==> config.mk <==
export PLATFORM = sky130hd
export DESIGN_NAME = regfile_wb_scheduler_flat
export DESIGN_NICKNAME = d
export VERILOG_FILES = /design/src/rtl/regfile_pkg.sv /design/src/rtl/regfile_wb_scheduler_if.sv /design/src/rtl/rr_arbiter.sv /design/src/rtl/regfile_wb_scheduler.sv /design/src/flat_wrapper.sv
export SDC_FILE = /design/constraint.sdc
export NUM_CORES = 1
export LEC_CHECK = 0
export ABC_AREA = 1
export BUFFER_PORTS_ARGS = -buffer_cell sky130_fd_sc_hd__buf_2
export CAP_MARGIN = 0
export CORE_MARGIN = 5
export CORE_UTILIZATION = 51
export CTS_BUF_LIST = sky130_fd_sc_hd__clkbuf_4
export CTS_CLUSTER_DIAMETER = 40
export CTS_CLUSTER_SIZE = 8
export DETAILED_ROUTE_END_ITERATION = 10
export GPL_ROUTABILITY_DRIVEN = 0
export PLACE_DENSITY_LB_ADDON = 0.3
export RECOVER_POWER = 25
export SYNTH_ARGS = -nofsm -noshare
export SYNTH_HDL_FRONTEND = slang
export SYNTH_HIERARCHICAL = 1
export SYNTH_SLANG_ARGS = --single-unit
==> constraint.sdc <==
create_clock -name clk -period 2.9 [get_ports clk]
set_clock_uncertainty 0.05 [all_clocks]
set_input_delay 0.58 -clock clk [delete_from_list [all_inputs] [get_ports clk]]
set_output_delay 0.58 -clock clk [all_outputs]
set_load 0.02 [all_outputs]
==> src/rtl/regfile_pkg.sv <==
// Shared register-bank definitions for the RV32I pipeline stages.
package regfile_pkg;

    localparam int NUM_REGS = 32;
    localparam int ADDR_W   = 5;
    localparam int DATA_W   = 32;

    localparam logic [ADDR_W-1:0] ZERO_REG = 5'd0;

    typedef struct packed {
        logic              valid;
        logic [ADDR_W-1:0] addr;
        logic [DATA_W-1:0] data;
    } wb_req_t;

endpackage

==> src/rtl/regfile_wb_scheduler_if.sv <==
// Issue, writeback-request and bank write-port signals of the writeback scheduler.
interface regfile_wb_scheduler_if #(
    parameter int NUM_REQ = 2,
    parameter int ADDR_W  = 5,
    parameter int DATA_W  = 32
) ();

    logic                              iss_valid;
    logic [ADDR_W-1:0]                 iss_rs1;
    logic [ADDR_W-1:0]                 iss_rs2;
    logic [ADDR_W-1:0]                 iss_rd;
    logic                              iss_rd_en;
    logic                              iss_stall;

    logic [NUM_REQ-1:0]                req_valid;
    logic [NUM_REQ*ADDR_W-1:0]         req_addr;
    logic [NUM_REQ*DATA_W-1:0]         req_data;
    logic [NUM_REQ-1:0]                req_ready;

    logic                              wb_en;
    logic [ADDR_W-1:0]                 wb_addr;
    logic [DATA_W-1:0]                 wb_data;
    logic [regfile_pkg::NUM_REGS-1:0]  pending;

    modport master (
        output iss_valid, iss_rs1, iss_rs2, iss_rd, iss_rd_en,
        output req_valid, req_addr, req_data,
        input  iss_stall, req_ready, wb_en, wb_addr, wb_data, pending
    );

    modport slave (
        input  iss_valid, iss_rs1, iss_rs2, iss_rd, iss_rd_en,
        input  req_valid, req_addr, req_data,
        output iss_stall, req_ready, wb_en, wb_addr, wb_data, pending
    );

endinterface

==> src/rtl/rr_arbiter.sv <==
// Round-robin arbiter: one-hot grant, scan starts one past the last accepted index.
module rr_arbiter #(
    parameter int N = 2
) (
    input  logic         clk,
    input  logic         rst,
    input  logic [N-1:0] req,
    input  logic         accept,
    output logic [N-1:0] grant
);

    localparam int PTR_W = (N > 1) ? $clog2(N) : 1;

    logic [PTR_W-1:0] last;
    logic [PTR_W-1:0] winner;
    logic [PTR_W-1:0] idx;
    logic             found;

    always_comb begin
        grant  = '0;
        winner = last;
        idx    = '0;
        found  = 1'b0;
        for (int k = 1; k <= N; k++) begin
            idx = PTR_W'((int'(last) + k) % N);
            if (!found && req[idx]) begin
                grant[idx] = 1'b1;
                winner     = idx;
                found      = 1'b1;
            end
        end
    end

    // Pointer only moves on an accepted grant so an idle cycle keeps the rotation.
    always_ff @(posedge clk or posedge rst) begin
        if (rst) begin
            last <= PTR_W'(N - 1);
        end else if (accept) begin
            last <= winner;
        end
    end

endmodule

==> src/rtl/regfile_wb_scheduler.sv <==
// Writeback port scheduler and pending-register scoreboard for the 32x32 register bank.
module regfile_wb_scheduler #(
    parameter int NUM_REQ = 2,
    parameter int ADDR_W  = 5,
    parameter int DATA_W  = 32
) (
    input logic                    clk,
    input logic                    rst,
    regfile_wb_scheduler_if.slave  bus
);

    import regfile_pkg::*;

    logic [NUM_REQ-1:0]  grant;
    logic                hs;
    wb_req_t             sel;
    wb_req_t             wb_q;
    logic [NUM_REGS-1:0] pending_q;
    logic [NUM_REGS-1:0] pending_nxt;
    logic                stall;
    logic                fire;

    rr_arbiter #(.N(NUM_REQ)) u_arb (
        .clk    (clk),
        .rst    (rst),
        .req    (bus.req_valid),
        .accept (hs),
        .grant  (grant)
    );

    always_comb begin
        sel = '0;
        for (int i = 0; i < NUM_REQ; i++) begin
            if (grant[i]) begin
                sel.valid = 1'b1;
                sel.addr  = bus.req_addr[i*ADDR_W +: ADDR_W];
                sel.data  = bus.req_data[i*DATA_W +: DATA_W];
            end
        end
    end

    assign hs = sel.valid;

    // Address-0 requests are consumed here but never reach the bank.
    always_ff @(posedge clk or posedge rst) begin
        if (rst) begin
            wb_q <= '0;
        end else begin
            wb_q.valid <= hs && (sel.addr != ZERO_REG);
            if (hs) begin
                wb_q.addr <= sel.addr;
                wb_q.data <= sel.data;
            end
        end
    end

    // Bit 0 is never set, so indexing with x0 reads 0 without special casing.
    assign stall = bus.iss_valid &
                   (pending_q[bus.iss_rs1] | pending_q[bus.iss_rs2] |
                    (bus.iss_rd_en & pending_q[bus.iss_rd]));
    assign fire  = bus.iss_valid & ~stall;

    // Set is applied after clear so a same-cycle set of the landing register wins.
    always_comb begin
        pending_nxt = pending_q;
        if (wb_q.valid) begin
            pending_nxt[wb_q.addr] = 1'b0;
        end
        if (fire && bus.iss_rd_en && (bus.iss_rd != ZERO_REG)) begin
            pending_nxt[bus.iss_rd] = 1'b1;
        end
    end

    always_ff @(posedge clk or posedge rst) begin
        if (rst) begin
            pending_q <= '0;
        end else begin
            pending_q <= pending_nxt;
        end
    end

    assign bus.iss_stall = stall;
    assign bus.req_ready = grant;
    assign bus.wb_en     = wb_q.valid;
    assign bus.wb_addr   = wb_q.addr;
    assign bus.wb_data   = wb_q.data;
    assign bus.pending   = pending_q;

endmodule

==> src/flat_wrapper.sv <==
// flat-port wrapper written by rule: the top's interface ports become plain ports
module regfile_wb_scheduler_flat import regfile_pkg::*;
#(
    parameter int NUM_REQ = 2,
    parameter int ADDR_W  = 5,
    parameter int DATA_W  = 32
)
  (clk, rst, bus_iss_valid, bus_iss_rs1, bus_iss_rs2, bus_iss_rd, bus_iss_rd_en, bus_req_valid, bus_req_addr, bus_req_data, bus_iss_stall, bus_req_ready, bus_wb_en, bus_wb_addr, bus_wb_data, bus_pending);
  regfile_wb_scheduler_if #(.NUM_REQ(NUM_REQ), .ADDR_W(ADDR_W), .DATA_W(DATA_W)) bus_i ();
  input logic clk;
  input logic rst;
  input wire logic [$bits(bus_i.iss_valid)-1:0] bus_iss_valid;
  input wire logic [$bits(bus_i.iss_rs1)-1:0] bus_iss_rs1;
  input wire logic [$bits(bus_i.iss_rs2)-1:0] bus_iss_rs2;
  input wire logic [$bits(bus_i.iss_rd)-1:0] bus_iss_rd;
  input wire logic [$bits(bus_i.iss_rd_en)-1:0] bus_iss_rd_en;
  input wire logic [$bits(bus_i.req_valid)-1:0] bus_req_valid;
  input wire logic [$bits(bus_i.req_addr)-1:0] bus_req_addr;
  input wire logic [$bits(bus_i.req_data)-1:0] bus_req_data;
  output wire logic [$bits(bus_i.iss_stall)-1:0] bus_iss_stall;
  output wire logic [$bits(bus_i.req_ready)-1:0] bus_req_ready;
  output wire logic [$bits(bus_i.wb_en)-1:0] bus_wb_en;
  output wire logic [$bits(bus_i.wb_addr)-1:0] bus_wb_addr;
  output wire logic [$bits(bus_i.wb_data)-1:0] bus_wb_data;
  output wire logic [$bits(bus_i.pending)-1:0] bus_pending;
  assign bus_i.iss_valid = bus_iss_valid;
  assign bus_i.iss_rs1 = bus_iss_rs1;
  assign bus_i.iss_rs2 = bus_iss_rs2;
  assign bus_i.iss_rd = bus_iss_rd;
  assign bus_i.iss_rd_en = bus_iss_rd_en;
  assign bus_i.req_valid = bus_req_valid;
  assign bus_i.req_addr = bus_req_addr;
  assign bus_i.req_data = bus_req_data;
  assign bus_iss_stall = bus_i.iss_stall;
  assign bus_req_ready = bus_i.req_ready;
  assign bus_wb_en = bus_i.wb_en;
  assign bus_wb_addr = bus_i.wb_addr;
  assign bus_wb_data = bus_i.wb_data;
  assign bus_pending = bus_i.pending;
  regfile_wb_scheduler #(.NUM_REQ(NUM_REQ), .ADDR_W(ADDR_W), .DATA_W(DATA_W)) u_core (.clk(clk), .rst(rst), .bus(bus_i));
endmodule
==> results of run 1 <==
==> worst max-delay path, stage by stage <==
cell	delay, ps
buf_2	270
inv_4	140
nand2_1	100
nand3_1	90
nand3_1	110
nand2_1	70
nand2_1	50
nand3b_1	70
nand2_1	70
nand2_1	120
o21ai_0	170
inv_1	60
buf_2	150
==> layer usage <==
metal  GRT usage [%]  share of wire (%)
met5               0                  0
met4            10.3                2.4
met2            42.8                 49
met3            5.72                9.5
met1            34.6                 39
==> sequential cells by signal, indices dropped and copies added, names as in the netlist <==
register	count
u_core/bus.pending	32
u_core/bus.wb_data	32
u_core/bus.wb_addr	5
u_core/bus.wb_en	1
u_core/u_arb/last	1
==> cell type report <==
type,count,area (µm²)
Inverter,60,228
Multi-Input combinational cell,479,2280
Tap cell,108,135
Sequential cell,71,1780
Fill cell,827,3220
Clock buffer,9,67.6
Clock inverter,7,46.3
Timing Repair Buffer,174,885
==> synth_stat cells <==
cell	n
a21boi_0	1
a21boi_1	1
a21oi_2	1
a22oi_1	29
buf_1	3
buf_2	2
buf_4	7
buf_6	8
clkbuf_1	7
clkinv_1	1
dfrtp_1	70
dfstp_2	1
inv_1	54
inv_2	4
inv_4	1
nand2_1	231
nand2_2	2
nand2_4	1
nand3_1	85
nand3_2	20
nand3b_1	2
nand4_1	2
nor2_1	40
nor2_2	2
nor2_4	1
nor3_1	9
o211ai_1	2
o21ai_0	48
o21ai_1	2
==> through the flow <==
step | util [%] | hold slack, ps
2_1_floorplan | - | 402
3_3_place_gp | 61.6 | 410
3_5_place_dp | 61.6 | 415
4_1_cts | 62.9 | 106
5_1_grt | 62.7 | 94.0
6_report | 62.7 | 122
==> where the power goes <==
group          internal [mW]  switching (mW)
sequential              1.34           0.491
clock                  0.176           0.361
combinational          0.661            1.36
total                   2.18            2.21
==> logic make-up (layout without fill, tap and decap cells) <==
family          Yosys count  after routing  synth area share [%]
flops                    71             71                  39.8
compound gates           84             84                  11.3
buf+inv                  87            250                  9.36
simple gates            395            395                  39.5
==> cells in the final DEF (no fill, tap or decap) <==
| cell | count |
|---|---|
| nor2_1 | 39 |
| o21ai_0 | 48 |
| inv_4 | 1 |
| dfrtp_1 | 70 |
| nand4_1 | 2 |
| a21boi_2 | 1 |
| a21oi_2 | 1 |
| clkinv_1 | 2 |
| clkbuf_4 | 9 |
| o21ai_1 | 2 |
| nand2_4 | 1 |
| nand2_1 | 231 |
| inv_6 | 2 |
| nor2_4 | 1 |
| buf_4 | 6 |
| nand3_2 | 20 |
| nor3_1 | 9 |
| buf_2 | 166 |
| a22oi_1 | 29 |
| nor2_2 | 3 |
| inv_2 | 4 |
| dfstp_2 | 1 |
| o211ai_1 | 2 |
| nand3b_1 | 2 |
| nand3_1 | 85 |
| inv_1 | 54 |
| clkinvlp_4 | 2 |
| a21boi_1 | 1 |
| nand2_2 | 2 |
| clkbuf_1 | 1 |
| clkinv_2 | 2 |
| clkbuf_2 | 1 |
==> final timing paths <==
kind / cells past startpoint / to / slack (ps)
min reg2reg: 2 / u_core/bus.wb_data[9] / 450
max: 13 / bus_iss_stall / 200
min in group clk: 3 / u_core/bus.wb_data[4] / 310
max reg2reg: 12 / u_core/bus.pending[16] / 860
min: 2 / u_core/u_arb/last / 120
max in group asynchronous: 3 / u_core/bus.pending[15] / 820
==> results.ini, run 1 <==
[job]
drv_cap=0

[global_routing]
antenna_found_initial=0
grtUsageTotal_pct=26.5
grt_pass1_wl_um=23900
grt_pass1_vias=4966
grt_max_degree=39
overflow=0

[timing]
maxSlewViolCount=0
fin_tns_setup_ps=0
setup_viol=0
slew_headroom_pct=16.9
rsz0062_at_grt=no
fin_crit_sh_pct=93.0
hold_viol_final=0
fmax_mhz=371
setup_slack_ps=203
finalCriticalPeriod_ps=2700
tightest_slew_ps=1240

[clock_tree]
cts_setup_buffers=0
clk_latency_ps=410
tritoncts=built
root_buffer=clkbuf_4
ctsResizeCount=0
cts_max_path_buffers=2
path_clk_slew_ps=110
hold_buffers=0
cts_htree_levels=3
clock_sinks=71
cts_made_buffers=9

[yosys]
yosys_warnings=6
synth_cells=637
synth-seq-cells=71
ys_types=29
syn_area_um2=4470
seq_area_frac_synth_pct=39.8
syn-num-nets=732
synth.area.top_cells=dfrtp_1 (39%), nand2_1 (19%), nand3_1 (9.5%)
postSynthAreaPerCell_um2=7.01
synth.largest_area_cell=dfrtp_1
yosysTopAreaCellShare_pct=39.2

[pwr]
leakage_nw=2.90
p_total_mw=4.39
max-vdd-ir-drop_mv=0.440
powerDensity_nw_per_um2=811

[floorplanning]
ioPinCount=168
die-width_um=104
dieArea_um2=10700
core_area_um2=8640
rows=34
start_util_pct=51.7
fp.dieH_um=104

[setup_path]
crit_type=input port to output pin
critPathMaxFanout=17
critPathCaptureType=output pin
cp_data_arrival_time_ps=2070
timing.rr.start=u_core/bus.pending[4]
start_kind=input port
timing.critical_path.from=bus_iss_rs2[0]
worstPathRequired_ps=2270

[routing]
drc=0
via_count=5052
routedWlPerCell_um=16.0
routed_wirelength_um=14500
firstDrtPassIters=7
drt_iter0_drc=453
final_antenna_net_count=0
vias_per_cell=5.56

[layout]
fin_cells=908
syn2layout_area_growth_pct=21.3
fin_area_um2=5420
diodes=0
nets=890
layout-drive-gt1-share_pct=27.9

[hold_path]
hp-class=input port to async pin

[status]
outcome=finished, final reports clean

[place]
port_buffers=167
placed_area_um2=5320
place_ws_ps=251
dpl.cell_count=892
hpwl_um=11100

No activity file was read; power rests on OpenSTA's default activity.
==> run 2: changes to the inputs <==
RECOVER_POWER = 50   (was 25)
==> run 2 against run 1 <==
Net effect: die area is the same; worst setup slack is essentially flat; clock power is essentially flat; first-iteration DRC count grew 12%; final cell count is the same; maximum frequency is essentially flat; routed wire length shrank 0.16%; critical path type unchanged; critical endpoint unchanged.
==> results.ini, run 2 (synthesis gave the netlist of run 1 again) <==
[status]
outcome=finished, final reports clean

[setup_path]
start_kind=input port
worstPathRequired_ps=2270
timing.rr.start=u_core/bus.pending[4]
cp-endpoint=bus_iss_stall
crit_type=input port to output pin
cp_data_arrival_time_ps=2070
worstReg2RegEnd=u_core/bus.pending[16]
critPathMaxFanout=17
critPathCaptureType=output pin
timing.critical_path.from=bus_iss_rs2[0]
ff2ff_setup_slack_ps=850
reg2regPathDepth=12

[floorplanning]
fp.dieH_um=104
ioPinCount=168
core_area_um2=8640
rows=34
start_util_pct=51.7
dieArea_um2=10700
die-width_um=104

[hold_path]
hp-class=input port to async pin

[global_routing]
grt_pass1_vias=4966
overflow=0
antenna_found_initial=0
grt_pass1_wl_um=23900
grt_max_degree=39
grtUsageTotal_pct=26.5

[clock_tree]
cts_max_path_buffers=2
clk_latency_ps=410
ctsResizeCount=0
tritoncts=built
cts_setup_buffers=0
cts_htree_levels=3
root_buffer=clkbuf_4
cts_made_buffers=9
hold_buffers=0
clock_sinks=71
path_clk_slew_ps=110

[routing]
final_antenna_net_count=0
routed_wirelength_um=14500
drc=0
vias_per_cell=5.58
routedWlPerCell_um=16.0
drt_iter0_drc=509
firstDrtPassIters=5
via_count=5071

[timing]
hold_viol_final=0
fin_crit_sh_pct=93.0
fmax_mhz=371
slew_headroom_pct=17.1
rsz0062_at_grt=no
setup_viol=0
finalCriticalPeriod_ps=2700
tightest_slew_ps=1240
maxSlewViolCount=0
fin_tns_setup_ps=0

[layout]
diodes=0
num-fill-cells=853
syn2layout_area_growth_pct=20.3
nets=890
multiInputGateArea_um2=2280
layout-drive-gt1-share_pct=23.5
layout_commonest_cell=nand2_1
final-seq-area_um2=1780
mostFrequentLayoutCells=nand2_1 (231), buf_2 (131), nand3_1 (85), dfrtp_1 (70), inv_1 (54)

[pwr]
max-vdd-ir-drop_mv=0.440
powerDensity_nw_per_um2=811
p_total_mw=4.36
leakage_nw=2.79

[place]
port_buffers=167
hpwl_um=11100

[job]
drv_cap=0

## run 2: cell types whose count changed in the layout (fill, tap and decap cells not counted), sizes merged
cell,change
buf,-35
clkbuf,+35
## run 2: worst min-delay path by stage
stage | start | end | cells past startpoint
3_5_place_dp | u_core/bus.wb_data[9] | u_core/bus.wb_data[9] | 2
6_report | rst | u_core/u_arb/last | 2
2_1_floorplan | u_core/u_arb/last | u_core/u_arb/last | 2
3_3_place_gp | u_core/bus.wb_data[17] | u_core/bus.wb_data[17] | 2
4_1_cts | rst | u_core/u_arb/last | 2
5_1_grt | rst | u_core/u_arb/last | 2
## run 2: layout make-up
| cell class | instances | area share, % |
|---|---|---|
| repair buffers | 174 | 15.7 |
| clock inverters | 7 | 0.862 |
| flip-flops and latches | 71 | 33.1 |
| well taps | 108 | 2.52 |
| multi-input cells | 479 | 42.4 |
| inverters | 60 | 4.24 |
| clock buffers | 9 | 1.26 |
## run 2: where the power goes
group | internal (mW) | switching (mW) | total, mW
Sequential | 1.34 | 0.496 | 1.84
Combinational | 0.624 | 1.36 | 1.99
Clock | 0.176 | 0.359 | 0.535
## run 2: worst max-delay path, stage by stage
cell and delay, ps:
buf_2 280, inv_4 140, nand2_1 110, nand3_1 90, nand3_1 120, nand2_1 70, nand2_1 60, nand3b_1 70
nand2_1 70, nand2_1 110, o21ai_0 170, inv_1 60, buf_2 150
## run 2: metal layers
metal	GRT usage [%]	up-vias	part of all wire, %
li1	-	2397	-
met1	34.6	2347	41
met2	42.8	287	48
met3	5.72	40	8.6
met4	10.3	0	2.6
met5	0	-	0
## run 2: metrics by stage
step / worst slack [ps] / hold WS (ps) / cells / utilization [%] / cell area (µm²)
6_report: 203 / 123 / 908 / 62.2 / 5370
3_3_place_gp: 315 / 410 / 892 / 61.6 / 5320
3_5_place_dp: 251 / 415 / 892 / 61.6 / 5320
2_1_floorplan: 502 / 402 / 637 / - / 4470
4_1_cts: 242 / 106 / 908 / 62.9 / 5430
5_1_grt: 56.9 / 94.0 / 908 / 62.2 / 5370
==> run 3: changes to the inputs <==
CORE_UTILIZATION = 46   (was 51)
clock period = 2.35 ns   (was 2.9 ns; I/O delays follow)
==> run 3 against run 2 <==
Net effect: flip-flop and latch count stayed put; register-to-register slack lost 380 ps; die area up 9.8%; clock-buffer cell count is 2 higher; routed wire length up 5.6%; hold slack improved by 88 ps; critical path type is now register to output pin; global-route usage decreased by 0.27 points; clock power increased by 41%; final cell count rose by 7.5%.
==> results.ini, run 3 (synthesis gave the netlist of run 1 again) <==
[status]
outcome=finished, final reports clean

[global_routing]
grt_pass1_wl_um=24300
grt_max_degree=71
grt_pass1_vias=5003
grt-busiest-layer=met2
met3_usage_pct=4.78
grtUsageMet2_pct=43.5
grtUsageTotal_pct=26.2
overflow=0
use_met1_pct=33.9
antenna_found_initial=1

[place]
dpl.cell_count=931
hpwl_um=11600
port_buffers=167

[layout]
fin_cells=976
layout-drive-gt1-share_pct=32.1
nets=932
layout_commonest_cell=nand2_1
num-fill-cells=934
mostFrequentLayoutCells=nand2_1 (227), buf_2 (132), nand3_1 (81), dfrtp_1 (51), inv_1 (45)
final_core_util_pct=61.0
syn2layout_area_growth_pct=31.6

[clock_tree]
cts_made_buffers=9
cts_htree_levels=3
clock_sinks=71
clk_latency_ps=400
cts_max_path_buffers=2
tritoncts=built
root_buffer=clkbuf_4
path_clk_slew_ps=110

[hold_path]
hp-class=input port to register
hold_end=u_core/bus.wb_data[16]
hold_depth=3
hold_start=bus_req_data[16]

[pwr]
powerDensity_nw_per_um2=1010
switching_power_mw=2.84
power_frac_seq_pct=38.1
p_int_mw=3.11
p_clk_share_pct=12.6
leakage_nw=3.02
max-vdd-ir-drop_mv=0.509
p_comb_share_pct=49.3
swShare_pct=47.7
p_total_mw=5.95

[setup_path]
timing.rr.start=u_core/bus.pending[2]
path_cells=buf_6, nand3_1, nand4_1, nand2_1, nand2_2, nor2_2, a21oi_2, o21ai_2, inv_1, buf_6
cp_common_cell=buf_6
critPathCaptureType=output pin
reg2regPathDepth=12
critPathMaxFanout=5
cp_slowest_stage_delay_ps=460
worstPathRequired_ps=1830
start_kind=register
worstReg2RegEnd=u_core/bus.pending[19]
crit_path_top_delay_cell=dfrtp_2
ff2ff_setup_slack_ps=470
crit_type=register to output pin
cp_data_arrival_time_ps=1800

[timing]
slew_headroom_pct=36.6
whs_ps=211
tightest_slew_ps=951
finalCriticalPeriod_ps=2320
rsz0062_at_grt=yes
maxSlewViolCount=0
hold_viol_final=0
fmax_mhz=430
setup_viol=0
fin_crit_sh_pct=98.9

[routing]
vias_per_cell=5.32
routedWlPerCell_um=15.7
drt_iter0_drc=712
routed_wirelength_um=15300
drc=0
firstDrtPassIters=7
via_count=5189
final_antenna_net_count=0

[floorplanning]
fp.dieH_um=109
die-width_um=109
ioPinCount=168
rows=36
start_util_pct=46.3
core_area_um2=9640
dieArea_um2=11800

[job]
drv_cap=0

==> run 3: worst max-delay path by stage <==
stage,start,end,slack [ps],cells after the start
6_report,u_core/bus.pending[2],bus_iss_stall,30,10
5_1_grt,u_core/bus.pending[2],bus_iss_stall,-110,10
4_1_cts,u_core/bus.pending[8],bus_iss_stall,-4,11
3_5_place_dp,bus_iss_rs1[0],bus_iss_stall,30,13
3_3_place_gp,bus_iss_rs1[1],bus_iss_stall,60,11
2_1_floorplan,rst,u_core/bus.pending[0],60,1
==> run 3: area by class of cell <==
class	count	area, µm²	area share, %
Timing Repair Buffer	216	1230	20.9
Clock inverter	5	48.8	0.830
Multi-Input combinational cell	479	2320	39.5
Tap cell	133	166	2.83
Clock buffer	11	82.6	1.41
Inverter	60	228	3.87
Sequential cell	71	1800	30.7
Antenna cell	1	2.50	0.0426
==> run 3: per-stage QoR <==
| stage | area, µm² | worst slack [ps] | TNS (ps) |
|---|---|---|---|
| floorplan | 4470 | 61.8 | 0 |
| global placement | 5490 | 56.5 | 0 |
| detailed placement | 5490 | 30.8 | 0 |
| CTS | 5870 | -4.17 | -4.17 |
| global route | 5880 | -112 | -112 |
| finish | 5880 | 26.8 | 0 |
==> run 3: power groups by stage <==
stage,Sequential (mW),Clock [mW],Combinational (mW)
2_1_floorplan,2.57,0,1.12
3_5_place_dp,2.26,0,2.55
3_3_place_gp,2.26,0,2.50
6_report,2.26,0.752,2.93
5_1_grt,2.32,0.820,3.20
4_1_cts,2.21,0.774,2.90
==> run 3: repair_timing <==
item                                    4_1_cts  5_1_grt
resized for setup                            36       19
setup buffers                                25        2
endpoints found under the hold margin         1        0
pin swaps                                    10        9
endpoints found under the setup margin        1        1
hold buffers                                  1        0
==> run 3: worst max-delay path: cells and delay by family, from the launching register on <==
family                 cells  cell delay (ps)
buffers and inverters      3              320
and+or+nand+nor            5              420
DFF                        1              460
AOI/OAI and AO/OA          2              210
==> run 3: metal layers <==
| metal | wire (µm) | vias to the layer above |
|---|---|---|
| met5 | 0 | - |
| met4 | 488 | 0 |
| met3 | 1580 | 42 |
| met2 | 7250 | 348 |
| met1 | 6020 | 2320 |
| li1 | - | 2479 |
